[src/rtl/id_redirect.sv]
`timescale 1ns/1ps
// id_redirect
//   Decode-side partner of fetch. Holds the IF/ID pipeline register, decodes
//   beq/bne/j/jal/jr, resolves branches in Decode using forwarded operands,
//   and drives the fetch redirect controls. Every taken redirect squashes
//   the wrong-path instruction that fetch delivers at the same edge. There is
//   no branch delay slot.
//
// Ports
//   clk, reset        : rising-edge clock, synchronous active-high reset
//   InstrF, PCPlus4F  : fetched instruction and its PC+4
//   StallD            : holds IF/ID and masks redirects
//   RD1D, RD2D        : register-file read data (rs, rt) for InstrD
//   ALUOutM           : Memory-stage result used for forwarding
//   ForwardAD/BD      : select ALUOutM for operand A / B
//   InstrD, PCPlus4D  : IF/ID registers
//   ValidD            : InstrD holds a real instruction (not a bubble)
//   PCSrcD            : 00 = PC+4, 01 = branch target, 10 = jump target
//   PCBranchD         : branch target, driven every cycle
//   jumpdst           : jump target (register A for jr)
//   RedirectCount     : saturating count of taken redirects
module id_redirect (
  input  logic        clk,
  input  logic        reset,
  input  logic [31:0] InstrF,
  input  logic [31:0] PCPlus4F,
  input  logic        StallD,
  input  logic [31:0] RD1D,
  input  logic [31:0] RD2D,
  input  logic [31:0] ALUOutM,
  input  logic        ForwardAD,
  input  logic        ForwardBD,
  output logic [31:0] InstrD,
  output logic [31:0] PCPlus4D,
  output logic        ValidD,
  output logic [1:0]  PCSrcD,
  output logic [31:0] PCBranchD,
  output logic [31:0] jumpdst,
  output logic [31:0] RedirectCount
);

  localparam logic [5:0] OP_RTYPE = 6'b000000;
  localparam logic [5:0] OP_J     = 6'b000010;
  localparam logic [5:0] OP_JAL   = 6'b000011;
  localparam logic [5:0] OP_BEQ   = 6'b000100;
  localparam logic [5:0] OP_BNE   = 6'b000101;
  localparam logic [5:0] FN_JR    = 6'b001000;

  logic [5:0]  op;
  logic [5:0]  funct;
  logic [31:0] opa;
  logic [31:0] opb;
  logic        is_beq;
  logic        is_bne;
  logic        is_jr;
  logic        is_jump;
  logic        branch_taken;
  logic [31:0] imm_sext_sh;

  assign op    = InstrD[31:26];
  assign funct = InstrD[5:0];

  assign opa = ForwardAD ? ALUOutM : RD1D;
  assign opb = ForwardBD ? ALUOutM : RD2D;

  assign is_beq  = (op == OP_BEQ);
  assign is_bne  = (op == OP_BNE);
  assign is_jr   = (op == OP_RTYPE) && (funct == FN_JR);
  assign is_jump = (op == OP_J) || (op == OP_JAL) || is_jr;

  assign branch_taken = (is_beq && (opa == opb)) || (is_bne && (opa != opb));

  assign imm_sext_sh = {{14{InstrD[15]}}, InstrD[15:0], 2'b00};
  assign PCBranchD   = PCPlus4D + imm_sext_sh;
  assign jumpdst     = is_jr ? opa : {PCPlus4D[31:28], InstrD[25:0], 2'b00};

  always_comb begin
    PCSrcD = 2'b00;
    if (ValidD && !StallD && !reset) begin
      if (branch_taken)
        PCSrcD = 2'b01;
      else if (is_jump)
        PCSrcD = 2'b10;
    end
  end

  always_ff @(posedge clk) begin
    if (reset) begin
      InstrD   <= '0;
      PCPlus4D <= '0;
      ValidD   <= 1'b0;
    end else if (StallD) begin
      InstrD   <= InstrD;
      PCPlus4D <= PCPlus4D;
      ValidD   <= ValidD;
    end else if (PCSrcD != 2'b00) begin
      // Squash the wrong-path fetch that arrives with the redirect.
      InstrD   <= '0;
      PCPlus4D <= '0;
      ValidD   <= 1'b0;
    end else begin
      InstrD   <= InstrF;
      PCPlus4D <= PCPlus4F;
      ValidD   <= 1'b1;
    end
  end

  always_ff @(posedge clk) begin
    if (reset)
      RedirectCount <= '0;
    else if ((PCSrcD != 2'b00) && (RedirectCount != '1))
      RedirectCount <= RedirectCount + 32'd1;
  end

endmodule

[config.mk]
export PLATFORM = sky130hd
export DESIGN_NAME = id_redirect
export DESIGN_NICKNAME = d
export VERILOG_FILES = /design/src/rtl/id_redirect.sv
export SDC_FILE = /design/constraint.sdc
export NUM_CORES = 1
export LEC_CHECK = 0
export BUFFER_PORTS_ARGS = -buffer_cell sky130_fd_sc_hd__clkbuf_2
export CORE_MARGIN = 3
export CORE_UTILIZATION = 40
export CTS_CLUSTER_SIZE = 8
export DETAILED_ROUTE_END_ITERATION = 16
export PLACE_DENSITY_LB_ADDON = 0.25
export SYNTH_ARGS = -nofsm -noshare
export SYNTH_HDL_FRONTEND = slang
export SYNTH_SLANG_ARGS = --single-unit
export TNS_END_PERCENT = 5
[constraint.sdc]
create_clock -name clk -period 6.45 [get_ports clk]
set_input_delay 0.3225 -clock clk [delete_from_list [all_inputs] [get_ports clk]]
set_output_delay 0.3225 -clock clk [all_outputs]
set_load 0.05 [all_outputs]
# Word-level counts from Yosys, hierarchy flattened
# Cells that the tools add are included.
# W data, S select, Z words.
dict set report word_totals {
  word_cells 36
  in_bits 165
  regBits 97
  out_inout_bits 163
}
dict set report op_classes {
  muxes 9
  addsub 2
  reduce_logical 13
  eq_ne 8
}
# op count
set op_table {}
lappend op_table {{$mux W32} 5}
lappend op_table {{$add A32 B1 Y32 const B} 1}
lappend op_table {{$add A32 B32 Y32} 1}
lappend op_table {{$eq A32 B32 Y1} 1}
lappend op_table {{$ne A32 B32 Y1} 1}
lappend op_table {{$ne A32 B32 Y1 const B} 1}
lappend op_table {{$eq A6 B2 Y1 const B} 2}
lappend op_table {{$eq A6 B3 Y1 const B} 2}
lappend op_table {{$eq A6 B4 Y1 const B} 1}
lappend op_table {{$logic_and A1 B1 Y1} 6}
lappend op_table {{$logic_not A6 Y1} 1}
lappend op_table {{$mux W2} 3}
lappend op_table {{$logic_or A1 B1 Y1} 3}
lappend op_table {{$logic_not A1 Y1} 2}
lappend op_table {{$reduce_bool A2 Y1} 1}
lappend op_table {{$mux W1} 1}

# Logic depth before layout (Yosys ltp)
dict set report logic_depth {
  word_depth 8
  ltp_mapped 14
  ltp_nobuf 13
}

# Worst setup path before layout
# No wires, ideal clock.
dict set report synth_timing {
  path_type {reg2out}
  start {register InstrD[0]}
  end {output port PCBranchD[30]}
  n_path_buf 0
  path_stages_with_launch 14
  setup_slack_ns 2.546
  required_time_ns 6.128
  arrival_time_ns 3.582
  path_cell_list {dfxtp_1 -> ha_1 -> inv_1 -> fa_1 -> nor2b_1 -> o31a_1 -> o31a_1 -> o21ai_0 -> a21oi_1 -> o41ai_1 -> o211a_1 -> o21bai_1 -> a41oi_1 -> xnor2_1}
}
dict set report synth_via {
  elab_chain_cells 1
}
# element line
set synth_lines {}
lappend synth_lines {{start, declared} 33} ;# output logic [31:0] InstrD,
lappend synth_lines {{start signal, assigned} 93} ;# InstrD <= InstrD;
lappend synth_lines {{start signal, assigned} 102} ;# InstrD <= InstrF;
lappend synth_lines {{$add A32 B32 Y32} 74} ;# assign PCBranchD = PCPlus4D + imm_sext_sh;
lappend synth_lines {{end, declared} 37} ;# output logic [31:0] PCBranchD,
# No other way between the ends.

# Worst setup path in the final report
# Same ends and word-level chain as after synthesis.

==> impl_metrics.env <==
export IMPL_slew_limit_headroom=0.346
export IMPL_initial_antenna_violation_count=1
export IMPL_post_synth_edffs=0
export IMPL_async_flop_share=0
export IMPL_numCtsBuffers=9
export IMPL_worstSkewPairLatency_ns=0.35
export IMPL_maximum_fanout_along_the_worst_path=5
export IMPL_crit_start="InstrD[0]$_SDFFE_PP0N_"
export IMPL_vias=6875
export IMPL_pwr_density_cell_nw_per_um2=207
export IMPL_drive_gt1_frac=0.348
export IMPL_detail_route_vias_per_cell=5.37
export IMPL_min_delay_worst_endpoint="InstrD[7]$_SDFFE_PP0N_"
export IMPL_outcome="finished clean"
export IMPL_post_synth_num_cell_types=60
export IMPL_final_total_negative_setup_slack_ns=0
export IMPL_first_global_vias=6356
export IMPL_routedWlPerCell_um=18.7
export IMPL_maximum_number_of_pins_on_one_net_before_global_route_repair=66
export IMPL_dp_cells=1263
export IMPL_gp_congestion=0.912
export IMPL_min_period_ns=4.38
export IMPL_postSynthCellCount=759
export IMPL_syn_num_nets=955
export IMPL_grt_usage=0.247
export IMPL_total_leakage_power_nw=4.25
export IMPL_yosys_register_bits=97
export IMPL_max_vdd_ir_drop_mv=0.140
export IMPL_synthesis_yosys_warnings=0
export IMPL_setup_viol_count_final=0
export IMPL_synth_yosys_seq_area_share=0.290
export IMPL_clockBufferDepth=2
export IMPL_timing_critical_path_buf_inv=2
export IMPL_finalCritPeriodShare=0.680
export IMPL_final_cell_count_no_fill=1280
export IMPL_worst_setup_hold_path_clk_slew_ns=0.08
export IMPL_drt_antenna_violating_nets=0
export IMPL_tritoncts="yes"
export IMPL_overall_die_width_um=135
export IMPL_drt_drc_violations_left=0
export IMPL_startpoint_type="flop"
export IMPL_placementRows=46
export IMPL_global_route_total_overflow=0
export IMPL_pins_over_their_slew_limit=0
export IMPL_port_buffer_count=327
export IMPL_cts_resized_gates=0
export IMPL_rr_startpoint="RedirectCount[14]$_SDFFE_PP0P_"
export IMPL_netlist_top_cell_by_area="sky130_fd_sc_hd__dfxtp_1"
export IMPL_crit_chain="ha_1 -> inv_1 -> fa_1 -> nor2b_1 -> o31a_1 -> o31a_1 -> o21ai_0 -> a21oi_1 -> o41ai_1 -> o211a_1 -> o21bai_1 -> a41oi_1 -> xnor2_1 -> clkbuf_2"
export IMPL_number_of_fillers_in_the_final_layout=1564
export IMPL_min_path_type="in -> reg"
export IMPL_area_delta_synth_final_pct=29.7
export IMPL_cts_sinks=97
export IMPL_worst_slew_pin_transition_ns=0.981
export IMPL_finalHoldViolCount=0
export IMPL_worst_endpoint_data_arrival_time_ns=4.06
export IMPL_worst_ep_required_time_ns=6.13
export IMPL_synth_top_cells_by_area="sky130_fd_sc_hd__dfxtp_1 29%, sky130_fd_sc_hd__xnor2_1 10%, sky130_fd_sc_hd__a22o_1 8.4%, sky130_fd_sc_hd__ha_1 5.6%, sky130_fd_sc_hd__mux2i_1 4.8%"
export IMPL_cpLargestDelayFamily="compound AO/OA/AOI/OAI gates"
export IMPL_design_core_area_um2=16100
export IMPL_worstHoldStart="InstrF[7]"
export IMPL_grt_pass1_wl_um=35500
export IMPL_max_cap_violations=0
export IMPL_rsz_0062_raised_after_global_routing="no"
export IMPL_synth_top_area_share=0.290
export IMPL_min_path_cells=2
export IMPL_cpMostUsedCell="sky130_fd_sc_hd__o31a_1"
export IMPL_starting_density_of_the_core=0.415
export IMPL_hpwlAfterDp_um=19300
export IMPL_finalNetCount=1254
export IMPL_yosys_most_used_dff="sky130_fd_sc_hd__dfxtp_1"
export IMPL_synth_cell_area_um2=6690
export IMPL_cpMaxStageDelayCell="sky130_fd_sc_hd__o41ai_1"
export IMPL_worst_r2r_cell_count=10
export IMPL_setup_worst_path_end_class="primary output"
export IMPL_postCtsSetupBuffers=0
export IMPL_startpoint_to_endpoint_class_of_the_critical_path="reg -> out"
export IMPL_final_setup_skew_ns=0.00881
export IMPL_floorplan_die_area_um2=18300
export IMPL_drt_pass1_iter_count=5
export IMPL_fin_total_pwr_mw=1.79
export IMPL_io_pin_count=328
export IMPL_achievable_frequency_mhz=228
export IMPL_postCtsHoldBufs=0
export IMPL_drtIter0Drc=313
export IMPL_synthesis_area_per_instance_um2=8.81
export IMPL_die_height_um=135
export IMPL_h_tree_depth=3
export IMPL_critical_path_max_stage_delay_ns=0.50
export IMPL_clk_root_buffer_cell="sky130_fd_sc_hd__clkbuf_16"
export IMPL_totalWireLength_um=23900
export IMPL_ff_to_ff_end="RedirectCount[21]$_SDFFE_PP0P_"
export IMPL_rrSetupSlack_ns=3.07
area by class of cell:
cell class / instances / area (um^2) / share of cell area
diodes: 1 / 2.50 / 0.000288
well taps: 216 / 270 / 0.0311
repair buffers: 331 / 1670 / 0.192
clock buffers: 9 / 225 / 0.0260
flip-flops and latches: 97 / 1940 / 0.224
clock inverters: 7 / 58.8 / 0.00678
multi-input cells: 605 / 4460 / 0.514
inverters: 14 / 52.6 / 0.00606
layout by cell type, fill, tap and decap left out, types with 3 or more instances in the layout:
cell / count
sky130_fd_sc_hd__and3_1: 12
sky130_fd_sc_hd__or4_1: 3
sky130_fd_sc_hd__mux2_2: 9
sky130_fd_sc_hd__clkbuf_2: 327
sky130_fd_sc_hd__nand3_1: 20
sky130_fd_sc_hd__nand4_1: 23
sky130_fd_sc_hd__xor2_1: 35
sky130_fd_sc_hd__inv_6: 3
sky130_fd_sc_hd__a211oi_1: 6
sky130_fd_sc_hd__and2_1: 4
sky130_fd_sc_hd__nand2b_1: 6
sky130_fd_sc_hd__nand2_1: 43
sky130_fd_sc_hd__a21o_1: 11
sky130_fd_sc_hd__a21oi_1: 29
sky130_fd_sc_hd__buf_4: 4
sky130_fd_sc_hd__o21bai_1: 9
sky130_fd_sc_hd__mux2_1: 8
sky130_fd_sc_hd__mux2i_1: 32
sky130_fd_sc_hd__o31ai_1: 4
sky130_fd_sc_hd__nor3_1: 14
sky130_fd_sc_hd__o21a_1: 5
sky130_fd_sc_hd__ha_1: 30
sky130_fd_sc_hd__xnor2_1: 79
sky130_fd_sc_hd__inv_1: 14
sky130_fd_sc_hd__o21ai_0: 40
sky130_fd_sc_hd__and4_1: 4
sky130_fd_sc_hd__nor2_1: 49
sky130_fd_sc_hd__nor4_1: 13
sky130_fd_sc_hd__a22o_1: 64
sky130_fd_sc_hd__nor2b_1: 18
sky130_fd_sc_hd__dfxtp_1: 97
sky130_fd_sc_hd__clkbuf_16: 9
power breakdown:
part / switching [mW] / internal, mW
logic: 0.427 / 0.182
registers: 0.0307 / 0.623
clock network: 0.263 / 0.269
total: 0.720 / 1.07
flip-flops by register name, summed over array words and instances (netlist names):
register       count
PCPlus4D          32
InstrD            32
ValidD             1
RedirectCount     32
layer usage:
metal | part of all wire | vias up | GRT usage
met4 | 0.027 | 0 | 0.0857
met1 | 0.42 | 3200 | 0.308
met2 | 0.49 | 267 | 0.429
met3 | 0.066 | 34 | 0.0416
met5 | 0 | - | 0
li1 | - | 3374 | -
synth_stat cells (14+ instances only):
cell type                  count
sky130_fd_sc_hd__nand4_1      23
sky130_fd_sc_hd__nor2_1       49
sky130_fd_sc_hd__xor2_1       35
sky130_fd_sc_hd__nand3_1      20
sky130_fd_sc_hd__a21oi_1      29
sky130_fd_sc_hd__inv_1        14
sky130_fd_sc_hd__clkbuf_1     25
sky130_fd_sc_hd__a22o_1       64
sky130_fd_sc_hd__mux2i_1      32
sky130_fd_sc_hd__nor2b_1      19
sky130_fd_sc_hd__dfxtp_1      97
sky130_fd_sc_hd__nor3_1       14
sky130_fd_sc_hd__xnor2_1      79
sky130_fd_sc_hd__o21ai_0      40
sky130_fd_sc_hd__ha_1         30
sky130_fd_sc_hd__nand2_1      43
per-stage QoR:
stage	instance area, um^2	worst slack [ns]	util	hold WS, ns
after floorplan	6690	2.55	-	0.448
after global placement	8390	2.15	0.521	0.462
after detailed placement	8390	2.11	0.521	0.476
after CTS	8670	2.02	0.538	0.160
after global routing	8680	1.80	0.538	0.170
final	8680	2.07	0.538	0.175
how the worst max path moves through the flow:
stage,to,slack (ns),cells past startpoint
2_1_floorplan,PCBranchD[30],2.55,13
3_3_place_gp,PCPlus4D[31]$_SDFFE_PP0N_,2.15,11
3_5_place_dp,PCPlus4D[27]$_SDFFE_PP0N_,2.11,11
4_1_cts,PCBranchD[30],2.02,14
5_1_grt,PCBranchD[30],1.80,14
6_report,PCBranchD[30],2.07,14
logic make-up (layout without fill, tap and decap cells):
| group | after synthesis | after routing | synth area share |
|---|---|---|---|
| buf+inv | 57 | 361 | 0.0440 |
| xor+xnor | 114 | 114 | 0.149 |
| flops | 97 | 97 | 0.290 |
| compound gates | 188 | 188 | 0.201 |
| mux | 49 | 49 | 0.0765 |
| other cells | 0 | 1 | 0 |
| simple gates | 223 | 223 | 0.180 |
| fa+ha+maj | 31 | 31 | 0.0591 |
(Power assumes the default switching activity.)
